## src/rtl/run_controller.sv

```systemverilog
// Run controller: sequences the core's active-low reset, counts RUN cycles,
// detects a halted core (PC unchanged for STALL_CYCLES samples), checks the
// result bus and reports pass / fail / timeout. All outputs are registered.
//
// state      | meaning
// -----------+------------------------------------------------------------
// IDLE       | waiting for start, core held in reset
// RESET_HOLD | core held in reset for RESET_CYCLES edges after start
// RUN        | core released, counting cycles, watching pc for a halt
// DONE       | run finished, flags frozen, core held until next start
module run_controller #(
  parameter int                    RESET_CYCLES = 2,
  parameter int                    MAX_CYCLES   = 33,
  parameter int                    STALL_CYCLES = 4,
  parameter int                    PC_WIDTH     = 8,
  parameter int                    DATA_WIDTH   = 8,
  parameter logic [DATA_WIDTH-1:0] EXPECT_VALUE = 8'h2A,
  parameter bit                    CHECK_EN     = 1'b1,
  localparam int                   CNT_W        = $clog2(MAX_CYCLES + 1)
) (
  input  logic                  clk,
  input  logic                  reset,
  input  logic                  start,
  input  logic [PC_WIDTH-1:0]   pc,
  input  logic [DATA_WIDTH-1:0] result,
  output logic                  cpu_nReset,
  output logic                  running,
  output logic                  done,
  output logic                  pass,
  output logic                  timeout,
  output logic [CNT_W-1:0]      cycle_count
);

  localparam int HOLD_W  = $clog2(RESET_CYCLES + 1);
  localparam int STALL_W = $clog2(STALL_CYCLES + 1);

  localparam logic [HOLD_W-1:0]  HOLD_LAST  = HOLD_W'(RESET_CYCLES - 1);
  localparam logic [STALL_W-1:0] STALL_LAST = STALL_W'(STALL_CYCLES - 1);
  localparam logic [CNT_W-1:0]   CNT_LAST   = CNT_W'(MAX_CYCLES - 1);

  typedef enum logic [1:0] {
    IDLE       = 2'd0,
    RESET_HOLD = 2'd1,
    RUN        = 2'd2,
    DONE       = 2'd3
  } state_t;

  state_t               state;
  logic [HOLD_W-1:0]    hold_cnt;
  logic [STALL_W-1:0]   stall_cnt;
  logic [PC_WIDTH-1:0]  pc_q;
  logic                 pc_valid;

  logic pc_same;
  logic halt;
  logic budget_out;
  logic result_ok;

  // Halt and budget decisions for the current RUN edge.
  always_comb begin
    pc_same    = (pc == pc_q);
    halt       = pc_valid && pc_same && (stall_cnt == STALL_LAST);
    budget_out = (cycle_count == CNT_LAST);
    result_ok  = !CHECK_EN || (result == EXPECT_VALUE);
  end

  // Sequencer FSM with registered outputs; reset overrides every state.
  always_ff @(posedge clk) begin
    if (reset) begin
      state       <= IDLE;
      cpu_nReset  <= 1'b0;
      running     <= 1'b0;
      done        <= 1'b0;
      pass        <= 1'b0;
      timeout     <= 1'b0;
      cycle_count <= '0;
      hold_cnt    <= '0;
      stall_cnt   <= '0;
      pc_q        <= '0;
      pc_valid    <= 1'b0;
    end else begin
      case (state)
        IDLE, DONE: begin
          if (start) begin
            state       <= RESET_HOLD;
            cpu_nReset  <= 1'b0;
            running     <= 1'b0;
            done        <= 1'b0;
            pass        <= 1'b0;
            timeout     <= 1'b0;
            cycle_count <= '0;
            hold_cnt    <= '0;
            stall_cnt   <= '0;
            pc_valid    <= 1'b0;
          end
        end

        RESET_HOLD: begin
          if (hold_cnt == HOLD_LAST) begin
            state      <= RUN;
            cpu_nReset <= 1'b1;
            running    <= 1'b1;
          end else begin
            hold_cnt <= hold_cnt + HOLD_W'(1);
          end
        end

        RUN: begin
          cycle_count <= cycle_count + CNT_W'(1);
          pc_q        <= pc;
          pc_valid    <= 1'b1;
          if (pc_valid) begin
            stall_cnt <= pc_same ? stall_cnt + STALL_W'(1) : '0;
          end
          if (halt) begin
            state      <= DONE;
            cpu_nReset <= 1'b0;
            running    <= 1'b0;
            done       <= 1'b1;
            pass       <= result_ok;
            timeout    <= 1'b0;
          end else if (budget_out) begin
            state      <= DONE;
            cpu_nReset <= 1'b0;
            running    <= 1'b0;
            done       <= 1'b1;
            pass       <= 1'b0;
            timeout    <= 1'b1;
          end
        end

        default: state <= IDLE;
      endcase
    end
  end

endmodule
```

## config.mk

```make
export PLATFORM = sky130hd
export DESIGN_NAME = run_controller
export DESIGN_NICKNAME = d
export VERILOG_FILES = /design/src/rtl/run_controller.sv
export SDC_FILE = /design/constraint.sdc
export NUM_CORES = 1
export LEC_CHECK = 0
export ABC_AREA = 1
export CAP_MARGIN = 15
export CORE_UTILIZATION = 45
export DETAILED_ROUTE_END_ITERATION = 12
export PLACE_DENSITY = 0.72
export SYNTH_ARGS = -nofsm -noshare
export SYNTH_HDL_FRONTEND = slang
export SYNTH_SLANG_ARGS = --single-unit
```

## constraint.sdc

```tcl
create_clock -name clk -period 3.06 [get_ports clk]
set_input_delay 0.306 -clock clk [delete_from_list [all_inputs] [get_ports clk]]
set_output_delay 0.306 -clock clk [all_outputs]
set_load 0.005 [all_outputs]
```

==> impl_metrics.json <==
{
  "timing.fmax_ghz": 0.501,
  "design.portCount": 30,
  "tritoncts": "built",
  "final_min_period_over_clock_period_pct": 65.2,
  "cts.clk_slew.worst_paths_ns": 0.14,
  "wirelength_met1_mm": 1.35,
  "critPathMaxFanout": 18,
  "yosys.area_share.adder_pct": 7.07,
  "power_leakage_nw": 0.725,
  "grt_pass1_vias": 1210,
  "synth_sequential_area_ratio_pct": 36.8,
  "drive_gt1_share_pct": 9.05,
  "synth-main-ff-cell": "sky130_fd_sc_hd__dfxtp_1",
  "fin_worst_skew_ns": 0.00492,
  "synthesized_cell_area_um2": 1420,
  "cp_slowest_cell": "sky130_fd_sc_hd__ha_1",
  "hold_viol": 0,
  "gp_congestion": 0.831,
  "synth-simple-area-share_pct": 28.3,
  "fin_nets": 250,
  "placement_rows": 19,
  "yosysWarnings": 0,
  "clock_period_minus_final_worst_setup_slack_ns": 2.00,
  "ir_worst_vdd_v": 0.000410,
  "combinational_family_with_the_most_area_after_synthesis": "simple AND/OR/NAND/NOR gates",
  "endpoint_kind": "flip-flop",
  "finalWirelength_mm": 2.89,
  "muxShareOfSynthArea_pct": 0,
  "die_area_um2": 3370,
  "timing.hold.worst.start": "hold_cnt[1]",
  "post_synth_most_frequent_cells": "sky130_fd_sc_hd__nand2_1, sky130_fd_sc_hd__dfxtp_1, sky130_fd_sc_hd__inv_1, sky130_fd_sc_hd__nor2_1, sky130_fd_sc_hd__a21oi_1",
  "slew-limit-headroom_pct": 52.1,
  "clk-insertion-delay-late_ns": 0.32,
  "report.power.total_mw": 1.23,
  "die_width_um": 58.1,
  "die_height_um": 58.1,
  "totalNegativeSetupSlack_ns": 0,
  "cts.sinks": 26,
  "synth_area_leader_cell": "sky130_fd_sc_hd__dfxtp_1",
  "report.final.slew_viol_count": 0,
  "n_antenna_cell": 0,
  "routed-wl-met3_um": 123,
  "tightest_slew_ns": 0.719,
  "critical_path_buf_inv_count": 0,
  "post_cts.repair.setup_buffers": 0,
  "path_class": "flip-flop to flip-flop",
  "cts_hold_buffers": 0,
  "synth_area_in_compound_gates_pct": 14.0,
  "fin_worst_hold_slack_ns": 0.471,
  "cts_buffers": 3,
  "crit_top_cell": "sky130_fd_sc_hd__a21oi_1",
  "cap_viol_max_count": 0,
  "hpwl_mm": 2.17,
  "mappedNetlistNets": 221,
  "fillerInstances": 291,
  "dr.first_iter.drc_count": 41,
  "cts_buffer_depth": 2,
  "drc_violations": 0,
  "dpl-instance-area_um2": 1730,
  "post_cts_resize_count": 0,
  "drt.antenna.violating_nets": 0,
  "setup_violations": 0,
  "cts_htree_levels": 1,
  "pwr_density_cell_nw_per_um2": 701,
  "cp_peak_stage_delay_ns": 0.64,
  "crit_chain": "ha_1 -> o21ai_1 -> a21oi_1 -> o21ai_0 -> a21oi_1",
  "post_synth_num_cell_types": 34,
  "crit_start": "state[1]",
  "yosys.cell_count.top_type": "sky130_fd_sc_hd__nand2_1",
  "syn_avg_cell_area_um2": 7.29,
  "avgViaCountPerCell": 4.91,
  "critical_path.reg2reg.startpoint": "state[1]",
  "start_kind": "flip-flop",
  "data_arrival_time_at_the_worst_slack_endpoint_ns": 2.25,
  "routed-wl-met2_mm": 1.39,
  "post_synth_main_area_contributors": "sky130_fd_sc_hd__dfxtp_1, sky130_fd_sc_hd__nand2_1, sky130_fd_sc_hd__ha_1",
  "port_buffers": 29,
  "unrepaired_setup_endpoints_after_global_routing": "false",
  "top_signal_layer_used": "met4",
  "yosys.area.top_type_share_pct": 36.8,
  "syn_to_final_growth_pct": 23.5,
  "design.core.area_um2": 2880,
  "timing.critical_path.max_delay_family": "compound AO/OA/AOI/OAI gates",
  "status": "finished clean",
  "grt_max_degree": 20,
  "crit_required_ns": 3.32,
  "synth_cells": 194,
  "first_pass_grt_wire_length_mm": 4.91,
  "grt_use_total_pct": 18.5,
  "post-route-cell-area_um2": 1750,
  "cts-root-buf": "sky130_fd_sc_hd__clkbuf_4",
  "postLayoutCoreUtil_pct": 60.8,
  "post_synth_arst_share_pct": 0,
  "initial_core_util_pct": 49.2,
  "drt_first_pass_iters": 4,
  "via_count": 1292,
  "grt_overflow": 0,
  "yosys.area_share.xor_xnor_pct": 3.09,
  "postSynthRegisterBits": 26,
  "synth_enable_flop_cells": 0,
  "grt_antenna_before_repair": 0,
  "hold_class": "flip-flop to flip-flop",
  "routed_wire_length_per_instance_um": 11.0
}
[final timing paths]
kind	to	cells past startpoint	slack, ns
setup reg to reg	stall_cnt[1]	5	1.06
hold / removal	hold_cnt[1]	2	0.47
hold reg to reg	hold_cnt[1]	2	0.47
setup / recovery	stall_cnt[1]	5	1.06
[kinds of logic (layout without fill, tap and decap cells)]
| logic type | count (synthesis) | after routing |
|---|---|---|
| DFF | 26 | 26 |
| AOI/OAI and AO/OA | 35 | 35 |
| buffers and inverters | 36 | 63 |
| xor gates and xnor gates | 5 | 5 |
| adders and majority gates | 8 | 8 |
| and+or+nand+nor | 84 | 84 |
[layer usage]
| metal | vias to the layer above | track usage [%] |
|---|---|---|
| met4 | 0 | 3.06 |
| met5 | - | 0 |
| li1 | 681 | - |
| met3 | 2 | 4.91 |
| met2 | 26 | 33.0 |
| met1 | 583 | 22.5 |
[power by group]
group          internal (mW)  total [mW]  switching, mW
sequential             0.436       0.496         0.0601
clock                 0.0461       0.145         0.0987
combinational          0.247       0.585          0.337
total                  0.729        1.23          0.496
[worst register-to-register path: stages (launching register included)]
cell and delay (ns):
sky130_fd_sc_hd__dfxtp_1 0.40, sky130_fd_sc_hd__ha_1 0.64, sky130_fd_sc_hd__o21ai_1 0.27, sky130_fd_sc_hd__a21oi_1 0.34
sky130_fd_sc_hd__o21ai_0 0.13, sky130_fd_sc_hd__a21oi_1 0.14
[state kept, by name, indices dropped and copies added (netlist names)]
register     cells
pc_q             8
stall_cnt        3
hold_cnt         2
cycle_count      6
done             1
timeout          1
pc_valid         1
running          1
pass             1
state            2
[placed cells by master (no fill, tap or decap), types with 2 or more instances in the layout]
cell type / count
sky130_fd_sc_hd__inv_2: 2
sky130_fd_sc_hd__nor2_2: 4
sky130_fd_sc_hd__a21oi_1: 14
sky130_fd_sc_hd__clkdlybuf4s50_1: 29
sky130_fd_sc_hd__nand4_1: 2
sky130_fd_sc_hd__dfxtp_1: 26
sky130_fd_sc_hd__a211oi_1: 4
sky130_fd_sc_hd__nand3_1: 9
sky130_fd_sc_hd__inv_1: 26
sky130_fd_sc_hd__ha_1: 8
sky130_fd_sc_hd__clkbuf_4: 3
sky130_fd_sc_hd__xnor2_1: 5
sky130_fd_sc_hd__nand2_2: 2
sky130_fd_sc_hd__o21ai_0: 13
sky130_fd_sc_hd__nand2_1: 32
sky130_fd_sc_hd__nor2_1: 26
[cell type report]
| class | count | area (um2) | area share [%] |
|---|---|---|---|
| inverters | 31 | 120 | 6.87 |
| well taps | 42 | 52.6 | 3.01 |
| multi-input cells | 132 | 742 | 42.4 |
| flip-flops and latches | 26 | 520 | 29.8 |
| repair buffers | 29 | 290 | 16.6 |
| clock buffers | 3 | 22.5 | 1.29 |
[through the flow]
stage / setup WS, ns / std cells
floorplan: 1.60 / 194
global placement: 1.16 / 260
detailed placement: 1.09 / 260
CTS: 1.05 / 263
global route: 0.899 / 263
finish: 1.06 / 263
(Power assumes the default switching activity.)
